==> src/rtl/cordic_prerotate_if.sv <==
// cordic_prerotate_if
//   Bundles the sample-side and result-side signals of the CORDIC front end.
//   Parameters must match those of the cordic_prerotate instance it is bound to.
//
//   Handshake: a sample is offered when strobe_in=1 and ena=1 at a clk edge.
//   There is no backpressure. A result is valid for exactly the cycle in which
//   strobe_out=1. Between results, xout/yout/zout hold their last value.
//
//   Optional (macro CORDIC_PREROTATE_QUAD_OUT_EN): quad_out carries the
//   quadrant used for the sample currently on xout/yout/zout.
//
//   modport master : the producer of samples and consumer of results.
//   modport slave  : the cordic_prerotate block.
interface cordic_prerotate_if #(
  parameter int XY_INPUT_WIDTH  = 16,
  parameter int XY_OUTPUT_WIDTH = 18,
  parameter int Z_WIDTH         = 16
);
  logic                       ena;
  logic                       strobe_in;
  logic [XY_INPUT_WIDTH-1:0]  xin;
  logic [XY_INPUT_WIDTH-1:0]  yin;
  logic [Z_WIDTH-1:0]         zin;
  logic [XY_OUTPUT_WIDTH-1:0] xout;
  logic [XY_OUTPUT_WIDTH-1:0] yout;
  logic [Z_WIDTH-1:0]         zout;
  logic                       strobe_out;
`ifdef CORDIC_PREROTATE_QUAD_OUT_EN
  logic [1:0]                 quad_out;
`endif

  modport master (
    output ena, strobe_in, xin, yin, zin,
`ifdef CORDIC_PREROTATE_QUAD_OUT_EN
    input  quad_out,
`endif
    input  xout, yout, zout, strobe_out
  );

  modport slave (
    input  ena, strobe_in, xin, yin, zin,
`ifdef CORDIC_PREROTATE_QUAD_OUT_EN
    output quad_out,
`endif
    output xout, yout, zout, strobe_out
  );
endinterface

==> src/rtl/cordic_prerotate.sv <==
// cordic_prerotate
//   Front end of the CORDIC pipeline. It captures an x/y/z sample on a strobe
//   and sign-extends x/y to the output width. It then pre-rotates by +/-90
//   degrees so the residual phase lies in [-pi/2, pi/2), the range the stage
//   chain converges over. The result appears on the registered outputs with
//   strobe_out, one pipeline stage after capture.
//
//   Ports:
//     clk  - system clock
//     rst  - synchronous, active-high reset; dominates ena and strobe_in
//     bus  - cordic_prerotate_if.slave:
//            ena, strobe_in, xin, yin, zin        (inputs)
//            xout, yout, zout, strobe_out         (outputs)
//            quad_out                             (only with the macro below)
//
//   Optional feature: define CORDIC_PREROTATE_QUAD_OUT_EN to add quad_out[1:0].
//   It carries the quadrant used for the sample on xout/yout/zout.
//
//   Phase is full scale +/-pi, so 2^(Z_WIDTH-2) is pi/2.
module cordic_prerotate #(
  parameter int XY_INPUT_WIDTH  = 16,
  parameter int XY_OUTPUT_WIDTH = 18,
  parameter int Z_WIDTH         = 16
) (
  input  logic                clk,
  input  logic                rst,
  cordic_prerotate_if.slave   bus
);

  localparam int EXT = XY_OUTPUT_WIDTH - XY_INPUT_WIDTH;
  localparam logic [Z_WIDTH-1:0] QUARTER = {2'b01, {(Z_WIDTH-2){1'b0}}};

  // Stage A: captured sample
  logic signed [XY_OUTPUT_WIDTH-1:0] xa, ya;
  logic        [Z_WIDTH-1:0]         za;
  logic                              va;

  // Stage B: registered result
  logic signed [XY_OUTPUT_WIDTH-1:0] xb, yb;
  logic        [Z_WIDTH-1:0]         zb;
  logic                              vb;

  logic signed [XY_OUTPUT_WIDTH-1:0] x_rot, y_rot;
  logic        [Z_WIDTH-1:0]         z_rot;
  logic        [1:0]                 quad;

  always_ff @(posedge clk) begin
    if (rst) begin
      xa <= '0;
      ya <= '0;
      za <= '0;
      va <= 1'b0;
    end else begin
      va <= bus.ena & bus.strobe_in;
      if (bus.ena && bus.strobe_in) begin
        xa <= {{EXT{bus.xin[XY_INPUT_WIDTH-1]}}, bus.xin};
        ya <= {{EXT{bus.yin[XY_INPUT_WIDTH-1]}}, bus.yin};
        za <= bus.zin;
      end
    end
  end

  // The top two phase bits pick the quadrant. 01 is [pi/2, pi) and 10 is
  // [-pi, -pi/2). The other two quadrants are already inside the stage-chain
  // range. Negation is done at the wider output width, so negating the most
  // negative input is exact.
  assign quad = za[Z_WIDTH-1:Z_WIDTH-2];

  always_comb begin
    x_rot = xa;
    y_rot = ya;
    z_rot = za;
    case (quad)
      2'b01: begin
        x_rot = -ya;
        y_rot = xa;
        z_rot = za - QUARTER;
      end
      2'b10: begin
        x_rot = ya;
        y_rot = -xa;
        z_rot = za + QUARTER;
      end
      default: begin
      end
    endcase
  end

  always_ff @(posedge clk) begin
    if (rst) begin
      xb <= '0;
      yb <= '0;
      zb <= '0;
      vb <= 1'b0;
    end else begin
      vb <= bus.ena & va;
      if (bus.ena && va) begin
        xb <= x_rot;
        yb <= y_rot;
        zb <= z_rot;
      end
    end
  end

  assign bus.xout       = xb;
  assign bus.yout       = yb;
  assign bus.zout       = zb;
  assign bus.strobe_out = vb;

`ifdef CORDIC_PREROTATE_QUAD_OUT_EN
  logic [1:0] quad_b;

  always_ff @(posedge clk) begin
    if (rst) begin
      quad_b <= 2'b00;
    end else if (bus.ena && va) begin
      quad_b <= quad;
    end
  end

  assign bus.quad_out = quad_b;
`endif

endmodule

==> src/flat_wrapper.sv <==
// flat-port wrapper written by rule: the top's interface ports become plain ports
module cordic_prerotate_flat 
#(
  parameter int XY_INPUT_WIDTH  = 16,
  parameter int XY_OUTPUT_WIDTH = 18,
  parameter int Z_WIDTH         = 16
)
  (clk, rst, bus_ena, bus_strobe_in, bus_xin, bus_yin, bus_zin, bus_xout, bus_yout, bus_zout, bus_strobe_out);
  cordic_prerotate_if #(.XY_INPUT_WIDTH(XY_INPUT_WIDTH), .XY_OUTPUT_WIDTH(XY_OUTPUT_WIDTH), .Z_WIDTH(Z_WIDTH)) bus_i ();
  input  logic clk;
  input  logic rst;
  input wire logic [$bits(bus_i.ena)-1:0] bus_ena;
  input wire logic [$bits(bus_i.strobe_in)-1:0] bus_strobe_in;
  input wire logic [$bits(bus_i.xin)-1:0] bus_xin;
  input wire logic [$bits(bus_i.yin)-1:0] bus_yin;
  input wire logic [$bits(bus_i.zin)-1:0] bus_zin;
  output wire logic [$bits(bus_i.xout)-1:0] bus_xout;
  output wire logic [$bits(bus_i.yout)-1:0] bus_yout;
  output wire logic [$bits(bus_i.zout)-1:0] bus_zout;
  output wire logic [$bits(bus_i.strobe_out)-1:0] bus_strobe_out;
  assign bus_i.ena = bus_ena;
  assign bus_i.strobe_in = bus_strobe_in;
  assign bus_i.xin = bus_xin;
  assign bus_i.yin = bus_yin;
  assign bus_i.zin = bus_zin;
  assign bus_xout = bus_i.xout;
  assign bus_yout = bus_i.yout;
  assign bus_zout = bus_i.zout;
  assign bus_strobe_out = bus_i.strobe_out;
  cordic_prerotate #(.XY_INPUT_WIDTH(XY_INPUT_WIDTH), .XY_OUTPUT_WIDTH(XY_OUTPUT_WIDTH), .Z_WIDTH(Z_WIDTH)) u_core (.clk(clk), .rst(rst), .bus(bus_i));
endmodule
==> config.mk <==
export PLATFORM = sky130hd
export DESIGN_NAME = cordic_prerotate_flat
export DESIGN_NICKNAME = d
export VERILOG_FILES = /design/src/rtl/cordic_prerotate_if.sv /design/src/rtl/cordic_prerotate.sv /design/src/flat_wrapper.sv
export SDC_FILE = /design/constraint.sdc
export NUM_CORES = 1
export LEC_CHECK = 0
export BUFFER_PORTS_ARGS = -buffer_cell sky130_fd_sc_hd__buf_2
export CORE_UTILIZATION = 61
export CTS_BUF_LIST = sky130_fd_sc_hd__clkbuf_2 sky130_fd_sc_hd__clkbuf_4 sky130_fd_sc_hd__clkbuf_8
export CTS_CLUSTER_DIAMETER = 120
export CTS_CLUSTER_SIZE = 25
export DETAILED_ROUTE_END_ITERATION = 12
export MAX_ROUTING_LAYER = met4
export PLACE_DENSITY = 0.95
export SETUP_SLACK_MARGIN = 0.2
export SYNTH_ARGS = -nofsm -noshare
export SYNTH_HDL_FRONTEND = slang
export SYNTH_SLANG_ARGS = --single-unit
==> constraint.sdc <==
create_clock -name clk -period 6.7 [get_ports clk]
set_clock_uncertainty 0.2 [all_clocks]
set_input_delay 0.335 -clock clk [delete_from_list [all_inputs] [get_ports clk]]
set_output_delay 0.335 -clock clk [all_outputs]
set_load 0.02 [all_outputs]
==> impl_metrics.csv <==
group,metric,value,unit
grt,track_usage,0.333,
route,drt_iter0_markers,503,
timing,slew_violations,0,
worst_setup_path,arrival,2790,ps
worst_setup_path,crit_end,"u_core.bus.yout[13]$_SDFFE_PP0P_",
yosys,synth_edf_count,0,
worst_setup_path,reg2reg_from,"u_core.za[14]$_SDFFE_PP0P_",
die,die_x,91.1,um
worst_setup_path,endpoint_kind,"register",
worst_setup_path,rr_endpoint,"u_core.bus.yout[13]$_SDFFE_PP0P_",
placement,postPlaceCellArea,5310,um^2
route,drcViolationCount,0,
worst_setup_path,reg2reg_slack,3920,ps
yosys,synthArstFlopShare,0,
clock_network,cts-resized-gates,0,
die,num_rows,32,
worst_setup_path,critPathTopFamily,"buffers and inverters",
yosys,yosysSeqAreaShare,0.422,
timing,rsz0062_at_grt,"no",
final_layout,drive_gt1_frac,0.180,
die,initial_core_util,0.630,
timing,fin_ws,3920,ps
final_layout,synthToLayoutAreaGrowth,16.3,%
grt,antenna_found_initial,0,
yosys,yosys_register_bits,102,
grt,grt_max_degree,111,
power_and_ir_drop,seqPwrFrac,0.522,
worst_setup_path,ff2ff_path_depth,8,
timing,fin_crit,2780,ps
yosys,synth_commonest_cells,"nand2_1, a21oi_1, dfxtp_1, clkbuf_1, o21ai_0",
clock_network,clock-sinks,102,
route,vias_per_cell,6.10,
power_and_ir_drop,leakagePower,2.19,nW
placement,hpwl,8980,um
route,antenna_left,0,
power_and_ir_drop,switching_power,372,uW
timing,slew_headroom,0.252,
timing,tightest_slew,1120,ps
worst_setup_path,cp_num_buf_inv,3,
clock_network,numCtsBuffers,9,
worst_setup_path,worst_path_most_repeated_cell,"inv_1",
hold_path,min_path_type,"input pin to register",
worst_setup_path,cp_num_cells,8,
timing,holdWs,1.82,ps
route,first_pass_iters,5,
power_and_ir_drop,p_sw_frac,0.298,
clock_network,clk_pin_slew_worst_paths,110,ps
worst_setup_path,crit_start,"u_core.za[14]$_SDFFE_PP0P_",
power_and_ir_drop,combPwrFrac,0.146,
yosys,synth.largest_area_cell,"dfxtp_1",
yosys,syn_area_per_cell,7.35,um^2
clock_network,htree_levels,3,
worst_setup_path,max_stage_delay,480,ps
worst_setup_path,cp_max_fo,57,
route,vias,5122,
grt,grt_pass1_wl,21500,um
timing,fin_setup_tns,0,ps
yosys,synth_flop_cell,"dfxtp_1",
power_and_ir_drop,power.clock.fraction,0.332,
clock_network,insertion_delay,370,ps
die,chipHeight,91.1,um
clock_network,post_cts_buffers,0,
timing,min_period_over_period,0.414,
die,core_area,7690,um^2
run_status,status,"finished, final reports clean",
worst_setup_path,slowest_stage,"inv_1",
power_and_ir_drop,p_int,874,uW
timing,fmax,0.360,GHz
worst_setup_path,crit_required,6720,ps
yosys,syn_inst,659,
final_layout,fin_area,5630,um^2
yosys,yosysWarnings,0,
yosys,syn_area,4840,um^2
run,cap_violations,0,
timing,hold_violations,0,
final_layout,antenna_cells,0,
die,dieArea,8300,um^2
clock_network,cts_buffer_depth,2,
placement,io_buffers,104,
clock_network,cts_root_buffer,"clkbuf_8",
power_and_ir_drop,vdd_drop_max,0.156,mV
placement,gp_congestion,0.956,
timing,setup_violations,0,
power_and_ir_drop,p_total,1.25,mW
clock_network,cts_tree,"yes",
grt,gr-total-overflow,0,
yosys,synthTopCellsByArea,"dfxtp_1, nand2_1, a21oi_1",
worst_setup_path,cp-start-kind,"register",
yosys,synth.top_cell.area_share,0.422,
route,routed_wl,13600,um
clock_network,postCtsHoldBufs,11,
yosys,syn-num-nets,716,
worst_setup_path,crit_type,"register to register",
route,routedWlPerCell,16.2,um
power_and_ir_drop,p_per_area,221,nW/um^2
yosys,ys_types,52,
placement,dp_slack,3960,ps
die,ios,105,
final_layout,nets,790,
worst_setup_path,crit_chain,"inv_1 > ha_1 > buf_4 > inv_1 > o211ai_1 > nor3_1 > mux2i_1 > o21ai_0",
grt,grt_pass1_vias,4572,
yosys,synth_most_common_cell,"nand2_1",
logic make-up (layout without fill, tap and decap cells):
logic type / Yosys count / count (layout) / synth area share
simple gates: 262 / 262 / 0.233
fa+ha+maj: 5 / 5 / 0.0129
compound gates: 201 / 201 / 0.247
flops: 102 / 102 / 0.422
xor+xnor: 9 / 9 / 0.0163
buf+inv: 77 / 156 / 0.0625
mux: 3 / 3 / 0.00646
area by class of cell:
class                      count  area [um^2]
sequential                   102         2040
clock inverter                 7         90.1
timing repair buffer         121          678
multi-input combinational    480         2500
tap                          102          128
inverter                      19         71.3
fill                         643         2060
clock buffer                   9          124
power by group through the flow:
stage	logic (mW)	registers, mW	clock network, mW
after floorplan	0.124	0.659	0
after global placement	0.169	0.661	0
after detailed placement	0.174	0.662	0
after CTS	0.179	0.648	0.413
after global routing	0.200	0.652	0.438
final	0.182	0.650	0.414
registers in the layout, indices dropped and copies added, names as in the netlist:
signal,cells
u_core.bus.zout,16
u_core.za,16
u_core.bus.yout,18
u_core.bus.xout,18
u_core.bus.strobe_out,1
u_core.va,1
u_core.ya,16
u_core.xa,16
how the worst min path moves through the flow:
| stage | startpoint | endpoint | slack [ps] | depth (start not counted) |
|---|---|---|---|---|
| 2_1_floorplan | u_core.za[0]$_SDFFE_PP0P_ | u_core.bus.zout[0]$_SDFFE_PP0P_ | 230 | 2 |
| 5_1_grt | bus_yin[6] | u_core.ya[6]$_SDFFE_PP0P_ | 1 | 3 |
| 3_3_place_gp | u_core.za[4]$_SDFFE_PP0P_ | u_core.bus.zout[4]$_SDFFE_PP0P_ | 240 | 2 |
| 3_5_place_dp | u_core.bus.zout[9]$_SDFFE_PP0P_ | u_core.bus.zout[9]$_SDFFE_PP0P_ | 250 | 2 |
| 6_report | bus_zin[9] | u_core.za[9]$_SDFFE_PP0P_ | 2 | 3 |
| 4_1_cts | bus_yin[0] | u_core.ya[0]$_SDFFE_PP0P_ | 0.7 | 3 |
routing by layer:
layer,share of wire,vias up,wire [um],track usage
li1,-,2423,-,-
met1,0.40,2390,5450,0.413
met2,0.49,258,6610,0.547
met3,0.078,51,1050,0.0394
met4,0.034,0,459,0.151
met5,0,-,0,-
layout by cell type, fill, tap and decap left out, types with 5 or more instances in the layout:
cell type      instances
nand2_1              182
buf_2                103
a21oi_1              102
dfxtp_1              102
o21ai_0               32
nor2_1                23
inv_1                 19
o211ai_1              19
nor3_1                13
dlygate4sd3_1         11
nand3_1                9
clkbuf_8               9
nor4_1                 7
a31oi_1                7
buf_4                  7
xor2_1                 5
nand3b_1               5
o31ai_1                5
ha_1                   5
worst reg2reg max path: cells and delay by family, from the launching register on:
family	cells	cell delay (ps)
adder cells (fa/ha/maj)	1	290
multiplexers	1	150
flip-flops	1	430
AO/OA/AOI/OAI	2	440
buffers and inverters	3	1030
AND/OR/NAND/NOR	1	80
stage by stage:
step,instances,util
after floorplan,659,-
after global placement,813,0.690
after detailed placement,813,0.690
after CTS,840,0.733
after global routing,840,0.733
final,840,0.733
Power figures use the tool's default switching activity.
